<file path="src/rtl/trackball_pkg.sv">
// trackball_pkg: shared trackball link defaults and step direction encoding
package trackball_pkg;
  localparam int CNT_W_DEF = 4;
  localparam int FILT_DEF = 2;
  localparam logic DIR_POS = 1'b1;
  localparam logic DIR_NEG = 1'b0;
  function automatic logic step_up(input logic dir, input logic flip);
    return (dir ^ flip) == DIR_POS;
  endfunction
endpackage

</file>
<file path="src/rtl/trackball_decoder_if.sv">
// trackball_decoder_if: step inputs and position outputs of the trackball decoder
interface trackball_decoder_if #(parameter int CNT_W = 4);
  logic ce;
  logic flip;
  logic h_dir;
  logic h_clk;
  logic v_dir;
  logic v_clk;
  logic sample;
  logic [CNT_W-1:0] h_pos;
  logic [CNT_W-1:0] v_pos;
  logic [CNT_W-1:0] h_live;
  logic [CNT_W-1:0] v_live;
  logic step_seen;
  modport master (
    output ce, flip, h_dir, h_clk, v_dir, v_clk, sample,
    input h_pos, v_pos, h_live, v_live, step_seen
  );
  modport slave (
    input ce, flip, h_dir, h_clk, v_dir, v_clk, sample,
    output h_pos, v_pos, h_live, v_live, step_seen
  );
endinterface

</file>
<file path="src/rtl/tb_axis.sv">
// tb_axis: synchroniser, glitch filter and wrapping position counter for one axis
module tb_axis
  import trackball_pkg::*;
#(
  parameter int CNT_W = CNT_W_DEF,
  parameter int FILT = FILT_DEF
) (
  input  logic clk,
  input  logic reset,
  input  logic ce,
  input  logic flip,
  input  logic dir,
  input  logic step,
  input  logic sample,
  output logic [CNT_W-1:0] pos,
  output logic [CNT_W-1:0] live,
  output logic seen
);
  logic [1:0] s_sync;
  logic [1:0] d_sync;
  logic lvl;
  logic pend;
  logic up;
  logic [3:0] fcnt;
  logic hit;
  assign hit = ce && (s_sync[1] != lvl) && (fcnt == 4'(FILT - 1));
  // accept filtered level, latch direction at acceptance, apply the step one cycle later
  always_ff @(posedge clk) begin
    if (reset) begin
      s_sync <= '0;
      d_sync <= '0;
      lvl <= 1'b0;
      fcnt <= '0;
      pend <= 1'b0;
      up <= 1'b0;
      live <= '0;
      pos <= '0;
      seen <= 1'b0;
    end else begin
      s_sync <= {s_sync[0], step};
      d_sync <= {d_sync[0], dir};
      if (ce) fcnt <= (hit || s_sync[1] == lvl) ? 4'd0 : fcnt + 4'd1;
      if (hit) lvl <= s_sync[1];
      pend <= hit && s_sync[1];
      up <= hit ? step_up(d_sync[1], flip) : up;
      live <= pend ? live + (up ? CNT_W'(1) : '1) : live;
      pos <= sample ? live : pos;
      seen <= pend;
    end
  end
endmodule

</file>
<file path="src/rtl/trackball_decoder.sv">
// trackball_decoder: two independent filtered step counters with CPU snapshots
module trackball_decoder
  import trackball_pkg::*;
#(
  parameter int CNT_W = CNT_W_DEF,
  parameter int FILT = FILT_DEF
) (
  input logic clk,
  input logic reset,
  trackball_decoder_if.slave bus
);
  logic h_seen;
  logic v_seen;
  tb_axis #(.CNT_W(CNT_W), .FILT(FILT)) u_h (
    .clk(clk), .reset(reset), .ce(bus.ce), .flip(bus.flip), .dir(bus.h_dir),
    .step(bus.h_clk), .sample(bus.sample), .pos(bus.h_pos), .live(bus.h_live), .seen(h_seen)
  );
  tb_axis #(.CNT_W(CNT_W), .FILT(FILT)) u_v (
    .clk(clk), .reset(reset), .ce(bus.ce), .flip(bus.flip), .dir(bus.v_dir),
    .step(bus.v_clk), .sample(bus.sample), .pos(bus.v_pos), .live(bus.v_live), .seen(v_seen)
  );
  assign bus.step_seen = h_seen | v_seen;
endmodule

</file>
<file path="src/flat_wrapper.sv">
// flat-port wrapper written by rule: the top's interface ports become plain ports
module trackball_decoder_flat import trackball_pkg::*;
#(
  parameter int CNT_W = CNT_W_DEF,
  parameter int FILT = FILT_DEF
)
  (clk, reset, bus_ce, bus_flip, bus_h_dir, bus_h_clk, bus_v_dir, bus_v_clk, bus_sample, bus_h_pos, bus_v_pos, bus_h_live, bus_v_live, bus_step_seen);
  trackball_decoder_if #(.CNT_W(CNT_W)) bus_i ();
  input logic clk;
  input logic reset;
  input wire logic [$bits(bus_i.ce)-1:0] bus_ce;
  input wire logic [$bits(bus_i.flip)-1:0] bus_flip;
  input wire logic [$bits(bus_i.h_dir)-1:0] bus_h_dir;
  input wire logic [$bits(bus_i.h_clk)-1:0] bus_h_clk;
  input wire logic [$bits(bus_i.v_dir)-1:0] bus_v_dir;
  input wire logic [$bits(bus_i.v_clk)-1:0] bus_v_clk;
  input wire logic [$bits(bus_i.sample)-1:0] bus_sample;
  output wire logic [$bits(bus_i.h_pos)-1:0] bus_h_pos;
  output wire logic [$bits(bus_i.v_pos)-1:0] bus_v_pos;
  output wire logic [$bits(bus_i.h_live)-1:0] bus_h_live;
  output wire logic [$bits(bus_i.v_live)-1:0] bus_v_live;
  output wire logic [$bits(bus_i.step_seen)-1:0] bus_step_seen;
  assign bus_i.ce = bus_ce;
  assign bus_i.flip = bus_flip;
  assign bus_i.h_dir = bus_h_dir;
  assign bus_i.h_clk = bus_h_clk;
  assign bus_i.v_dir = bus_v_dir;
  assign bus_i.v_clk = bus_v_clk;
  assign bus_i.sample = bus_sample;
  assign bus_h_pos = bus_i.h_pos;
  assign bus_v_pos = bus_i.v_pos;
  assign bus_h_live = bus_i.h_live;
  assign bus_v_live = bus_i.v_live;
  assign bus_step_seen = bus_i.step_seen;
  trackball_decoder #(.CNT_W(CNT_W), .FILT(FILT)) u_core (.clk(clk), .reset(reset), .bus(bus_i));
endmodule
</file>
<file path="config.mk">
export PLATFORM = sky130hd
export DESIGN_NAME = trackball_decoder_flat
export DESIGN_NICKNAME = d
export VERILOG_FILES = /design/src/rtl/trackball_pkg.sv /design/src/rtl/trackball_decoder_if.sv /design/src/rtl/tb_axis.sv /design/src/rtl/trackball_decoder.sv /design/src/flat_wrapper.sv
export SDC_FILE = /design/constraint.sdc
export NUM_CORES = 1
export LEC_CHECK = 0
export CORE_AREA = 2 2 66 68
export CTS_BUF_LIST = sky130_fd_sc_hd__clkbuf_4
export DETAILED_ROUTE_END_ITERATION = 10
export DIE_AREA = 0 0 68 70
export PLACE_DENSITY = 0.69
export REMOVE_ABC_BUFFERS = 1
export SLEW_MARGIN = 5
export SYNTH_ARGS = -nofsm -noshare
export SYNTH_HDL_FRONTEND = slang
export SYNTH_SLANG_ARGS = --single-unit
</file>
<file path="constraint.sdc">
create_clock -name clk -period 1.5 [get_ports clk]
set_input_delay 0.3 -clock clk [delete_from_list [all_inputs] [get_ports clk]]
set_output_delay 0.3 -clock clk [all_outputs]
set_load 0.01 [all_outputs]
</file>
==> parameters.txt <==
Parameter                              Value

Status
  Outcome    finished with violations
  Violations in the final reports    setup timing

Synthesis
  Synth async-reset ratio    0
  Top cells by area in the synthesized netlist    sky130_fd_sc_hd__dfxtp_1 (48%), sky130_fd_sc_hd__mux2i_1 (7.2%), sky130_fd_sc_hd__ha_1 (6.0%), sky130_fd_sc_hd__nor2_1 (5.9%), sky130_fd_sc_hd__nor2b_1 (4.5%)
  Share of Yosys cell area claimed by the top area cell type    0.481
  Library cell with the largest summed area after synthesis    sky130_fd_sc_hd__dfxtp_1
  Register area share after synthesis    0.481
  #FFs+latches synth    40
  Leading cell types by count after synthesis    sky130_fd_sc_hd__dfxtp_1 (40), sky130_fd_sc_hd__nor2_1 (26), sky130_fd_sc_hd__mux2i_1 (12), sky130_fd_sc_hd__nor2b_1 (12), sky130_fd_sc_hd__nand2_1 (10)
  Count of distinct cell types in the synthesized netlist    25
  Post-synthesis instance area    around 0.0017 mm²
  Commonest register cell after synthesis    sky130_fd_sc_hd__dfxtp_1
  Cell count after synthesis    between 150 and 200
  Number of flops mapped to enable cells by yosys    0
  Warning count from the yosys run    0
  Mean instance size in the synthesized netlist    ~10 µm²
  Most numerous cell in the Yosys netlist    sky130_fd_sc_hd__dfxtp_1

Floorplanning
  Die boundary height    70 µm
  X dimension of the die    68 µm
  Placeable Area    0.00414 mm²
  Starting utilization of the core area    0.402
  Total die area    about 0.0048 mm²
  Number of rows in the core area    24
  # IOs    26

Worst setup path
  Ordered list of cells on the worst path    inv_2 -> ha_4 -> a21o_1 -> a21oi_2 -> mux2i_1 -> mux2_1
  Kind of cell adding the most delay to the critical path    multiplexers
  Category of the most critical setup path    reg -> reg
  Critical path's slowest cell    sky130_fd_sc_hd__dfxtp_2
  Kind of end point of the critical path    register
  Worst-path maximum fanout    2
  Startpoint kind of the worst setup timing path    register
  Crit path arrival time    approximately 1.8 ns
  Required time at the endpoint of the critical path    between 1.5 and 2 ns
  Number of buffer and inverter stages on the critical path    1
  Terminus of the critical flop-to-flop path    u_core.u_v.live[3]$_SDFFE_PP0P_
  Reg2reg path depth    6
  Max incr delay on CP    approximately 0.34 ns
  Register-to-register setup slack    -0.02 ns
  Reg2Reg Launch Point    u_core.u_v.up$_SDFFE_PP0P_

Power
  Switching component of the power    around 400 µW
  Peak supply drop    around 0.50 mV
  Share of total power in the clock network    0.303
  Sw Ratio    0.224
  Leakage power total    between 0.0009 and 0.001 µW
  Cell area power density    between 700 and 800 mW/mm²
  Total design power    between 1500 and 2000 µW
  Logic gate share of total power    0.080
  Internal power    1370 µW
  Sequential group share of total power    0.617

Detailed routing
  Via count    between 1k and 1.5k
  First DRT Iteration DRCs    59
  Drt wl/cell    10.5 µm
  Detailed Route WL    approximately 2.7 mm
  Vias per Instance    roughly 4.6
  Number of detailed-route iterations in the first pass    4
  Residual antenna-violating net count after detailed routing    0
  Number of remaining DRC errors    0

GRT
  Global route total overflow    0
  Wire length of the first global-routing pass    4.85 mm
  Vias in the first global route    around 1.1k
  Number of antenna violations at the first check in global routing    0
  Largest net degree at the start of global routing    24
  GRT Total Usage    0.134

Clock network
  Clock transition at path regs    around 0.11 ns
  CTS root buffer    sky130_fd_sc_hd__clkbuf_4
  Number of buffers between clock root and the deepest sink    2
  Number of clock buffers inserted by TritonCTS    5
  Total number of H-tree levels    2
  Sink Count    40
  Clk_lat worst skew    around 0.33 ns
  TritonCTS clock tree    built

Timing
  Period utilization    1.01
  Achievable frequency    about 0.66 GHz
  Setup skew after layout    about 0.0069 ns
  Unrepaired setup endpoints after global routing    yes
  Pin slew with the least headroom to its limit    approximately 0.26 ns
  Hold Violations, Final    0
  Number of failing setup endpoints in the final timing report    2
  Post-route worst setup slack    -0.0193 ns
  Minimum period implied by the final worst setup slack    1.52 ns
  Slew HR    0.828
  Max-slew violation total from the final report    0

Finish
  End-of-flow core utilization    0.537
  Fraction of final layout cells sized beyond drive strength 1    0.246
  Finished Cell Area    around 0.0022 mm²
  Count of filler cells inserted in the layout    398
  Post-layout net count    225
  Antenna Cells    0
  Area growth from synthesis to layout    33.5%

Placement
  Port Buffer Count    25
  Routability-driven placement congestion ratio    roughly 0.76
  HPWL Detailed    about 1.9 mm
  DP Area    ~0.0021 mm²

Hold path
  Hold_sp    u_core.u_h.d_sync[0]$_SDFF_PP0_
  Endpoint with the worst hold slack    u_core.u_h.d_sync[1]$_SDFF_PP0_
  Type of the most critical hold path    reg -> reg
  Number of instances on the worst hold path    1

Run
  Max-capacitance violation count    0
==> through the flow <==
step,setup WS [ns],TNS (ns),hold WS (ns),cells
after floorplan,-0.143,-0.287,0.369,157
after global placement,-0.0838,-0.166,0.417,250
after detailed placement,-0.133,-0.242,0.430,250
after CTS,-0.0325,-0.0518,0.459,258
after global routing,-0.0809,-0.144,0.471,259
final,-0.0193,-0.0362,0.453,259
==> flip-flops by register name (all words and copies together), names as in the netlist, 2 cells and up <==
signal	cells
u_core.u_h.d_sync	2
u_core.u_h.fcnt	4
u_core.u_h.live	4
u_core.u_h.pos	4
u_core.u_h.s_sync	2
u_core.u_v.d_sync	2
u_core.u_v.fcnt	4
u_core.u_v.live	4
u_core.u_v.pos	4
u_core.u_v.s_sync	2
==> worst max path at each step <==
stage / startpoint / end / slack, ns / cells after the start
6_report: u_core.u_v.up$_SDFFE_PP0P_ / u_core.u_v.live[3]$_SDFFE_PP0P_ / -0.02 / 6
3_3_place_gp: u_core.u_h.up$_SDFFE_PP0P_ / u_core.u_h.live[3]$_SDFFE_PP0P_ / -0.08 / 6
4_1_cts: u_core.u_h.up$_SDFFE_PP0P_ / u_core.u_h.live[3]$_SDFFE_PP0P_ / -0.03 / 6
3_5_place_dp: u_core.u_h.up$_SDFFE_PP0P_ / u_core.u_h.live[3]$_SDFFE_PP0P_ / -0.13 / 6
2_1_floorplan: u_core.u_h.live[1]$_SDFFE_PP0P_ / u_core.u_h.live[3]$_SDFFE_PP0P_ / -0.14 / 5
5_1_grt: u_core.u_h.up$_SDFFE_PP0P_ / u_core.u_h.live[3]$_SDFFE_PP0P_ / -0.08 / 6
==> layout make-up <==
class | instances | area [µm²] | share of cell area
multi-input cells | 113 | 872 | 0.392
flip-flops and latches | 40 | 821 | 0.369
repair buffers | 42 | 394 | 0.177
well taps | 52 | 65.1 | 0.0293
clock buffers | 7 | 52.6 | 0.0236
inverters | 4 | 15.0 | 0.00675
clock inverters | 1 | 3.75 | 0.00169
==> layout by cell type, fill, tap and decap left out, drive strengths merged <==
master,count
nand3b,2
nor2,26
clkbuf,8
mux2i,12
clkdlybuf4s50,8
o21ai,2
dlygate4sd2,16
or2,1
fa,2
nand2b,2
xnor2,8
inv,4
nand4,2
nor4b,2
clkinv,1
dfxtp,40
nor3b,2
a21o,2
a21oi,4
nand2,10
a211oi,6
ha,8
xor2,6
nand3,2
nor2b,12
mux2,2
buf,17
==> routing by layer <==
metal	wire length, µm	vias to the layer above	track usage
li1	-	626	-
met3	129	7	0.0386
met4	55	0	0.0667
met1	1290	525	0.170
met2	1250	25	0.204
met5	0	-	0
==> power groups by stage <==
stage | sequential [µW] | clock, µW | combinational [µW]
4_1_cts | 1090 | 566 | 140
5_1_grt | 1090 | 609 | 159
3_5_place_dp | 1120 | 0 | 139
6_report | 1090 | 537 | 141
2_1_floorplan | 1120 | 0 | 54.6
3_3_place_gp | 1120 | 0 | 137
==> cells by family after synthesis <==
group,Yosys count,share of synthesized area
muxes,14,0.0857
and+or+nand+nor,61,0.186
AOI/OAI and AO/OA,14,0.0586
buffers and inverters,13,0.0315
xor gates and xnor gates,14,0.0736
adders and majority gates,10,0.0842
DFF,40,0.481
==> timing repair <==
item                                    CTS  global route
resized for setup                        35             8
hold buffers                              0             0
endpoints found under the setup margin   19             8
setup buffers                             0             1
pin swaps                                 4             2
Power figures use the tool's default switching activity.
